**src/rtl/cpu_clk_rst_ctrl.sv**
```systemverilog
// Clock-enable, divided CPU clock and reset sequencer for the multi-cycle CPU.
// Generates clk_CPU from clk with run / single-step / halt control and a cycle counter.
module cpu_clk_rst_ctrl #(
  parameter int DIV_WIDTH     = 8,
  parameter int RST_CYCLES    = 4,
  parameter int RST_CNT_WIDTH = 4,
  parameter int CNT_WIDTH     = 32
) (
  input  logic                 clk,
  input  logic                 rst,
  input  logic [1:0]           mode,
  input  logic [DIV_WIDTH-1:0] div,
  input  logic                 step,
  output logic                 clk_CPU,
  output logic                 cpu_en,
  output logic                 rst_cpu,
  output logic [CNT_WIDTH-1:0] cycle_count,
  output logic [1:0]           state
);

  typedef enum logic [1:0] {
    ST_RST  = 2'b00,
    ST_PARK = 2'b01,
    ST_LOW  = 2'b10,
    ST_HIGH = 2'b11
  } state_e;

  localparam logic [1:0] MODE_RUN  = 2'b00;
  localparam logic [1:0] MODE_STEP = 2'b01;
  localparam logic [RST_CNT_WIDTH-1:0] RST_LAST = RST_CNT_WIDTH'(RST_CYCLES - 1);

  state_e                 state_q, state_d;
  logic [RST_CNT_WIDTH-1:0] rst_cnt_q, rst_cnt_d;
  logic [DIV_WIDTH-1:0]   div_cnt_q, div_cnt_d;
  logic [DIV_WIDTH-1:0]   div_q, div_d;
  logic                   step_pending_q, step_pending_d;
  logic                   rst_cpu_q, rst_cpu_d;
  logic                   clk_cpu_q, clk_cpu_d;
  logic                   cpu_en_q, cpu_en_d;
  logic [CNT_WIDTH-1:0]   cycle_count_q, cycle_count_d;
  logic                   step_set;
  logic                   step_take;

  always_comb begin
    // NOTE: every signal gets a default before the case so no path leaves it unassigned (no latches).
    state_d       = state_q;
    rst_cnt_d     = rst_cnt_q;
    div_cnt_d     = div_cnt_q;
    div_d         = div_q;
    cycle_count_d = cycle_count_q;
    step_take     = 1'b0;
    step_set      = step && (mode == MODE_STEP) && (state_q != ST_RST);

    unique case (state_q)
      ST_RST: begin
        rst_cnt_d = rst_cnt_q + 1'b1;
        if (rst_cnt_q == RST_LAST) state_d = ST_PARK;
      end
      ST_PARK: begin
        if ((mode == MODE_RUN) || ((mode == MODE_STEP) && step_pending_q)) begin
          state_d   = ST_LOW;
          div_cnt_d = '0;
          div_d     = div;
          step_take = 1'b1;
        end
      end
      ST_LOW: begin
        if (div_cnt_q == div_q) begin
          state_d       = ST_HIGH;
          div_cnt_d     = '0;
          cycle_count_d = cycle_count_q + 1'b1;
        end else begin
          div_cnt_d = div_cnt_q + 1'b1;
        end
      end
      ST_HIGH: begin
        if (div_cnt_q == div_q) begin
          div_cnt_d = '0;
          // A period is only ever ended here, so clk_CPU always finishes high.
          if (mode == MODE_RUN) begin
            state_d = ST_LOW;
            div_d   = div;
          end else begin
            state_d = ST_PARK;
          end
        end else begin
          div_cnt_d = div_cnt_q + 1'b1;
        end
      end
      default: state_d = ST_RST;
    endcase

    // A new request wins over consumption so a step arriving on the consume cycle survives.
    if (step_set)                             step_pending_d = 1'b1;
    else if (step_take || (mode == MODE_RUN)) step_pending_d = 1'b0;
    else                                      step_pending_d = step_pending_q;

    clk_cpu_d = (state_d != ST_LOW);
    cpu_en_d  = (state_q == ST_LOW) && (state_d == ST_HIGH);
    rst_cpu_d = (state_d == ST_RST);
  end

  // NOTE: sequential state uses non-blocking assignments so all flops update together.
  always_ff @(posedge clk) begin
    if (rst) begin
      state_q        <= ST_RST;
      rst_cnt_q      <= '0;
      div_cnt_q      <= '0;
      div_q          <= '0;
      step_pending_q <= 1'b0;
      rst_cpu_q      <= 1'b1;
      clk_cpu_q      <= 1'b1;
      cpu_en_q       <= 1'b0;
      cycle_count_q  <= '0;
    end else begin
      state_q        <= state_d;
      rst_cnt_q      <= rst_cnt_d;
      div_cnt_q      <= div_cnt_d;
      div_q          <= div_d;
      step_pending_q <= step_pending_d;
      rst_cpu_q      <= rst_cpu_d;
      clk_cpu_q      <= clk_cpu_d;
      cpu_en_q       <= cpu_en_d;
      cycle_count_q  <= cycle_count_d;
    end
  end

  assign clk_CPU     = clk_cpu_q;
  assign cpu_en      = cpu_en_q;
  assign rst_cpu     = rst_cpu_q;
  assign cycle_count = cycle_count_q;
  assign state       = state_q;

endmodule

```
**config.mk**
```make
export PLATFORM = sky130hd
export DESIGN_NAME = cpu_clk_rst_ctrl
export DESIGN_NICKNAME = d
export VERILOG_FILES = /design/src/rtl/cpu_clk_rst_ctrl.sv
export SDC_FILE = /design/constraint.sdc
export NUM_CORES = 1
export LEC_CHECK = 0
export ABC_AREA = 1
export BUFFER_PORTS_ARGS = -buffer_cell sky130_fd_sc_hd__buf_2
export CORE_MARGIN = 3
export CORE_UTILIZATION = 50
export CTS_CLUSTER_DIAMETER = 30
export CTS_CLUSTER_SIZE = 8
export DETAILED_ROUTE_END_ITERATION = 10
export PLACE_DENSITY = 0.74
export SYNTH_ARGS = -nofsm -noshare
export SYNTH_HDL_FRONTEND = slang
export SYNTH_SLANG_ARGS = --single-unit
```
**constraint.sdc**
```tcl
create_clock -name clk -period 1.4 [get_ports clk]
set_input_delay 0.21 -clock clk [delete_from_list [all_inputs] [get_ports clk]]
set_output_delay 0.21 -clock clk [all_outputs]
set_load 0.05 [all_outputs]
```
* Word-level counts from Yosys, hierarchy flattened *
Cells that the tools add are included.
Widths: inputs -> output; s select.

cells by class
  $add $sub $neg = 3
  equality and inequality tests = 11
  muxes and demuxes = 17
  reduce and logical (&&, ||, !) cells = 17

operators by type and width
  operator               count
  $mux 8                 5
  $add 32x1->32 const B  1
  $pmux 8 s2             2
  $mux 2                 5
  $add 8x1->8 const B    1
  $eq 8x8->1             1
  $ne 2x2->1 const B     4
  $pmux 2 s4             1
  $reduce_bool 2->1      4
  $eq 2x2->1 const B     3
  $logic_not 2->1        3
  $add 4x1->4 const B    1
  $eq 2x1->1 const B     2
  $eq 4x2->1 const B     1
  $logic_and 1x1->1      4
  $mux 1                 4
  $reduce_and 2->1       2
  $reduce_and 4->1       1
  $logic_or 1x1->1       2
  $reduce_or 2->1        1

word-level totals
  flip-flop bits (word level) = 58
  bits of input ports = 13
  output and inout port bits = 37
  logic and storage cells = 57

* Logic depth before layout (Yosys ltp) *
  depth after elaboration = 8
  gate-level depth with buffers = 13
  gate-level depth less buffers = 12

* Worst setup path before layout *
Ideal clock, no wire load.

  path type = register to register
  start = register cycle_count_q[0] (netlist: cycle_count[0])
  end = register cycle_count_q[18] (netlist: cycle_count[18])
  setup time = 0.128 ns
  arrival = 1.826 ns
  data required time = 1.272 ns
  path slack = -0.554 ns
  cell stages (with the launch flop) = 11
  buffers on the path = 0
  clock period less this slack = 1.954 ns
  cells stage by stage = dfxtp_1 -> ha_1 -> nand3_2 -> inv_1 -> nand2_1 -> nor2_1 -> inv_1 -> nor2_1 -> nand3_1 -> nand2_1 -> nor2_1

between the ends
  word-level cells in the longest chain between the ends = 1

ends and longest elaborated chain
  what                      RTL line  source
  start: declaration        40        logic [CNT_WIDTH-1:0] cycle_count_q, cycle_count_d;
  start signal: assignment  124       cycle_count_q <= cycle_count_d;
  $add 32x1->32             71        cycle_count_d = cycle_count_q + 1'b1;

Every way passes these cells.
A chain may end at the register's enable or synchronous reset.

* Final worst setup path *
  start = register div_q[6]
  end = register cycle_count_q[7] (netlist: cycle_count[7])

between the ends
  word-level cells in the longest chain between the ends = 2

ends and longest elaborated chain
  what                               RTL line  source
  start: declaration                 35        logic [DIV_WIDTH-1:0] div_q, div_d;
  start signal: assignment           119       div_q <= div_d;
  $eq 8x8->1                         68        if (div_cnt_q == div_q) begin
  $reduce_and 2->1 (no source line)  n/a

Every way passes these cells.

==> impl_metrics.json <==
{
  "fp.coreArea_mm2": 0.006459,
  "relSlewSlack": 0.7025,
  "synthArstFlopShare": 0,
  "clock_skew_ns": 0.01017,
  "cpMaxStageDelayCell": "dfxtp_1",
  "ys_types": 26,
  "start_kind": "flop",
  "stdcell_area_mm2": 0.004928,
  "rows": 29,
  "hold_class": "in -> reg",
  "synth_ff_type": "dfxtp_1",
  "cts_tree": "built",
  "pre_cts_slack_ns": -0.2200,
  "arrival_ns": 1.75,
  "io_pins": 50,
  "max_stage_delay_ns": 0.33,
  "synth_edf_count": 0,
  "cp_common_cell": "nand2_1",
  "crit_family": "simple AND/OR/NAND/NOR gates",
  "grt_pass1_wl_um": 15960,
  "drv_slew": 0,
  "setup_slack_ns": -0.1519,
  "drtPass1Iterations": 5,
  "violations": "negative setup slack",
  "crit_required_ns": 1.60,
  "crit_fanout": 9,
  "hold_violations": 0,
  "wl_per_cell_um": 13.74,
  "syn_area_mm2": 0.003383,
  "drive_gt1_frac": 0.4006,
  "insertion_delay_ns": 0.34,
  "syn_to_final_growth_pct": 45.67,
  "grt_pass1_vias": 3581,
  "ff2ff_setup_slack_ns": -0.15,
  "drt-initial-drc-count": 270,
  "syn_nets": 574,
  "routed_via_density": 5.217,
  "portBuffers": 49,
  "drc_errors": 0,
  "grt_overflow": 0,
  "placed_cell_area_mm2": 0.004242,
  "yosysWarnings": 0,
  "max_freq_mhz": 644.4,
  "max-cap-violations": 0,
  "yosys_register_bits": 58,
  "critPathKind": "reg -> reg",
  "wirelength_um": 10450,
  "tightest_slew_ns": 0.4463,
  "p_leak_nw": 2.177,
  "clock-sinks": 58,
  "start_util": 0.5238,
  "numCtsBuffers": 9,
  "htreeDepth": 3,
  "seq_area_frac_synth": 0.3432,
  "p_per_area_mw_per_mm2": 799.3,
  "period_minus_slack_ns": 1.552,
  "die_x_um": 88.26,
  "rsz0062_at_grt": "yes",
  "setup_viol": 46,
  "cp.buffers_inverters": 4,
  "outcome": "finished with violations",
  "cp-end-kind": "flop",
  "fillers": 489,
  "period_share": 1.108,
  "syn_area_per_cell_um2": 6.063,
  "antenna_found_initial": 0,
  "clkTransAtPathRegs_ns": 0.07,
  "n_antenna_cell": 0,
  "grt_max_degree": 39,
  "nNetsFinal": 695,
  "dp_hpwl_um": 7001,
  "vdd_drop_max_mv": 0.8506,
  "vias": 3970,
  "die_y_um": 88.26,
  "ctsHoldBuffers": 0,
  "place_congestion": 0.9559,
  "path_cells": "inv_1 > nand2_1 > nand2_1 > inv_1 > nand2_2 > nor2_4 > nand3_4 > buf_4 > clkbuf_16 > nand2_1 > a21oi_1",
  "synthCells": 558,
  "die_area_mm2": 0.007790,
  "ant_nets": 0,
  "grtUsageTotal": 0.2592,
  "clockBufferDepth": 2,
  "cts-root-buf": "clkbuf_8"
}
cell usage after synthesis, types with 3 or more instances:
master | count | area, µm²
inv_1 | 49 | 183.9
clkbuf_1 | 8 | 30.03
ha_1 | 3 | 37.54
nand2_1 | 220 | 825.8
nand3_1 | 29 | 145.1
nor3_1 | 4 | 20.02
xnor2_1 | 4 | 35.03
nor2_1 | 87 | 326.6
nand3b_1 | 11 | 82.58
nor2_2 | 4 | 25.02
dfxtp_1 | 58 | 1161
a21oi_1 | 37 | 185.2
nand4_1 | 5 | 31.28
xor2_1 | 11 | 96.34
nand3_2 | 3 | 30.03
inv_2 | 3 | 11.26
o21ai_0 | 9 | 45.04
logic make-up after synthesis:
family          after synthesis  synth area share
xor+xnor                     15           0.03883
fa+ha+maj                     3           0.01110
simple gates                366            0.4501
flops                        58            0.3432
compound gates               49           0.07470
buf+inv                      67           0.08210
timing repair:
item                                    4_1_cts  5_1_grt
endpoints found under the setup margin       49       51
resized for setup                            42       75
setup buffers                                 3        8
gates cloned                                  0        2
pin swaps                                     6       21
placed cells by master (no fill, tap or decap), drive strengths merged:
master	Yosys	layout
nand4	5	5
nor2	92	92
clkinv	1	2
dfxtp	58	58
buf	6	122
a21oi	37	37
clkbuf	8	17
nor3b	1	1
o21ai	9	9
inv	52	52
o21bai	2	2
nand2	220	220
nor3	4	4
ha	3	3
xor2	11	11
nand3b	11	11
xnor2	4	4
nand3	33	33
o31ai	1	1
where the power goes:
part           leakage [nW]  switching (W)  internal, W
clock network         0.105       0.000666     0.000895
logic                  1.57       0.000398     0.000254
registers             0.497      0.0000479      0.00168
total                  2.18        0.00111      0.00283
registers in the layout, indices dropped and copies added (netlist names):
signal          flops
rst_cpu             1
state               2
cycle_count        32
div_q               8
cpu_en              1
div_cnt_q           8
rst_cnt_q           4
clk_CPU             1
step_pending_q      1
worst min-delay path: stages:
cell    delay [ns]
buf_2         0.08
nor2_1        0.03
nor2_1        0.06
path summary, 6_finish.rpt:
kind,start,end,depth (start not counted)
worst max register to register,div_q[6]$_SDFFE_PP0P_,cycle_count[7]$_SDFFE_PP0P_,11
worst min register to register,rst_cnt_q[3]$_SDFFE_PP0N_,rst_cnt_q[3]$_SDFFE_PP0N_,2
worst min-delay path,div[7],div_q[7]$_SDFFE_PP0P_,3
worst max-delay path,div_q[6]$_SDFFE_PP0P_,cycle_count[7]$_SDFFE_PP0P_,11
per-stage QoR:
step	total power [W]	hold slack (ns)	setup TNS [ns]	utilization	cells
after global placement	0.002252	0.4318	-2.846	0.6567	732
final	0.003939	0.08133	-3.164	0.7631	761
after detailed placement	0.002267	0.4372	-4.223	0.6567	732
after floorplan	0.002099	0.3449	-0.1500	-	558
after CTS	0.003849	0.08101	-0.6238	0.7137	751
after global routing	0.004105	0.08744	-7.918	0.7631	761
area by class of cell:
class,count,area [µm²],share of cell area
repair buffers,124,908.4,0.1843
clock buffers,15,197.7,0.04011
clock inverters,1,5.005,0.001015
well taps,77,96.34,0.01955
flip-flops and latches,58,1264,0.2564
inverters,53,211.5,0.04290
multi-input cells,433,2246,0.4557
routing by layer:
layer,vias up,wire [µm],track usage,part of all wire
li1,1989,-,-,-
met1,1791,4472,0.3421,0.43
met2,169,5109,0.4194,0.49
met3,21,701,0.04097,0.067
met4,0,170,0.1126,0.016
met5,-,0,0,0
No activity file was read; power rests on OpenSTA's default activity.
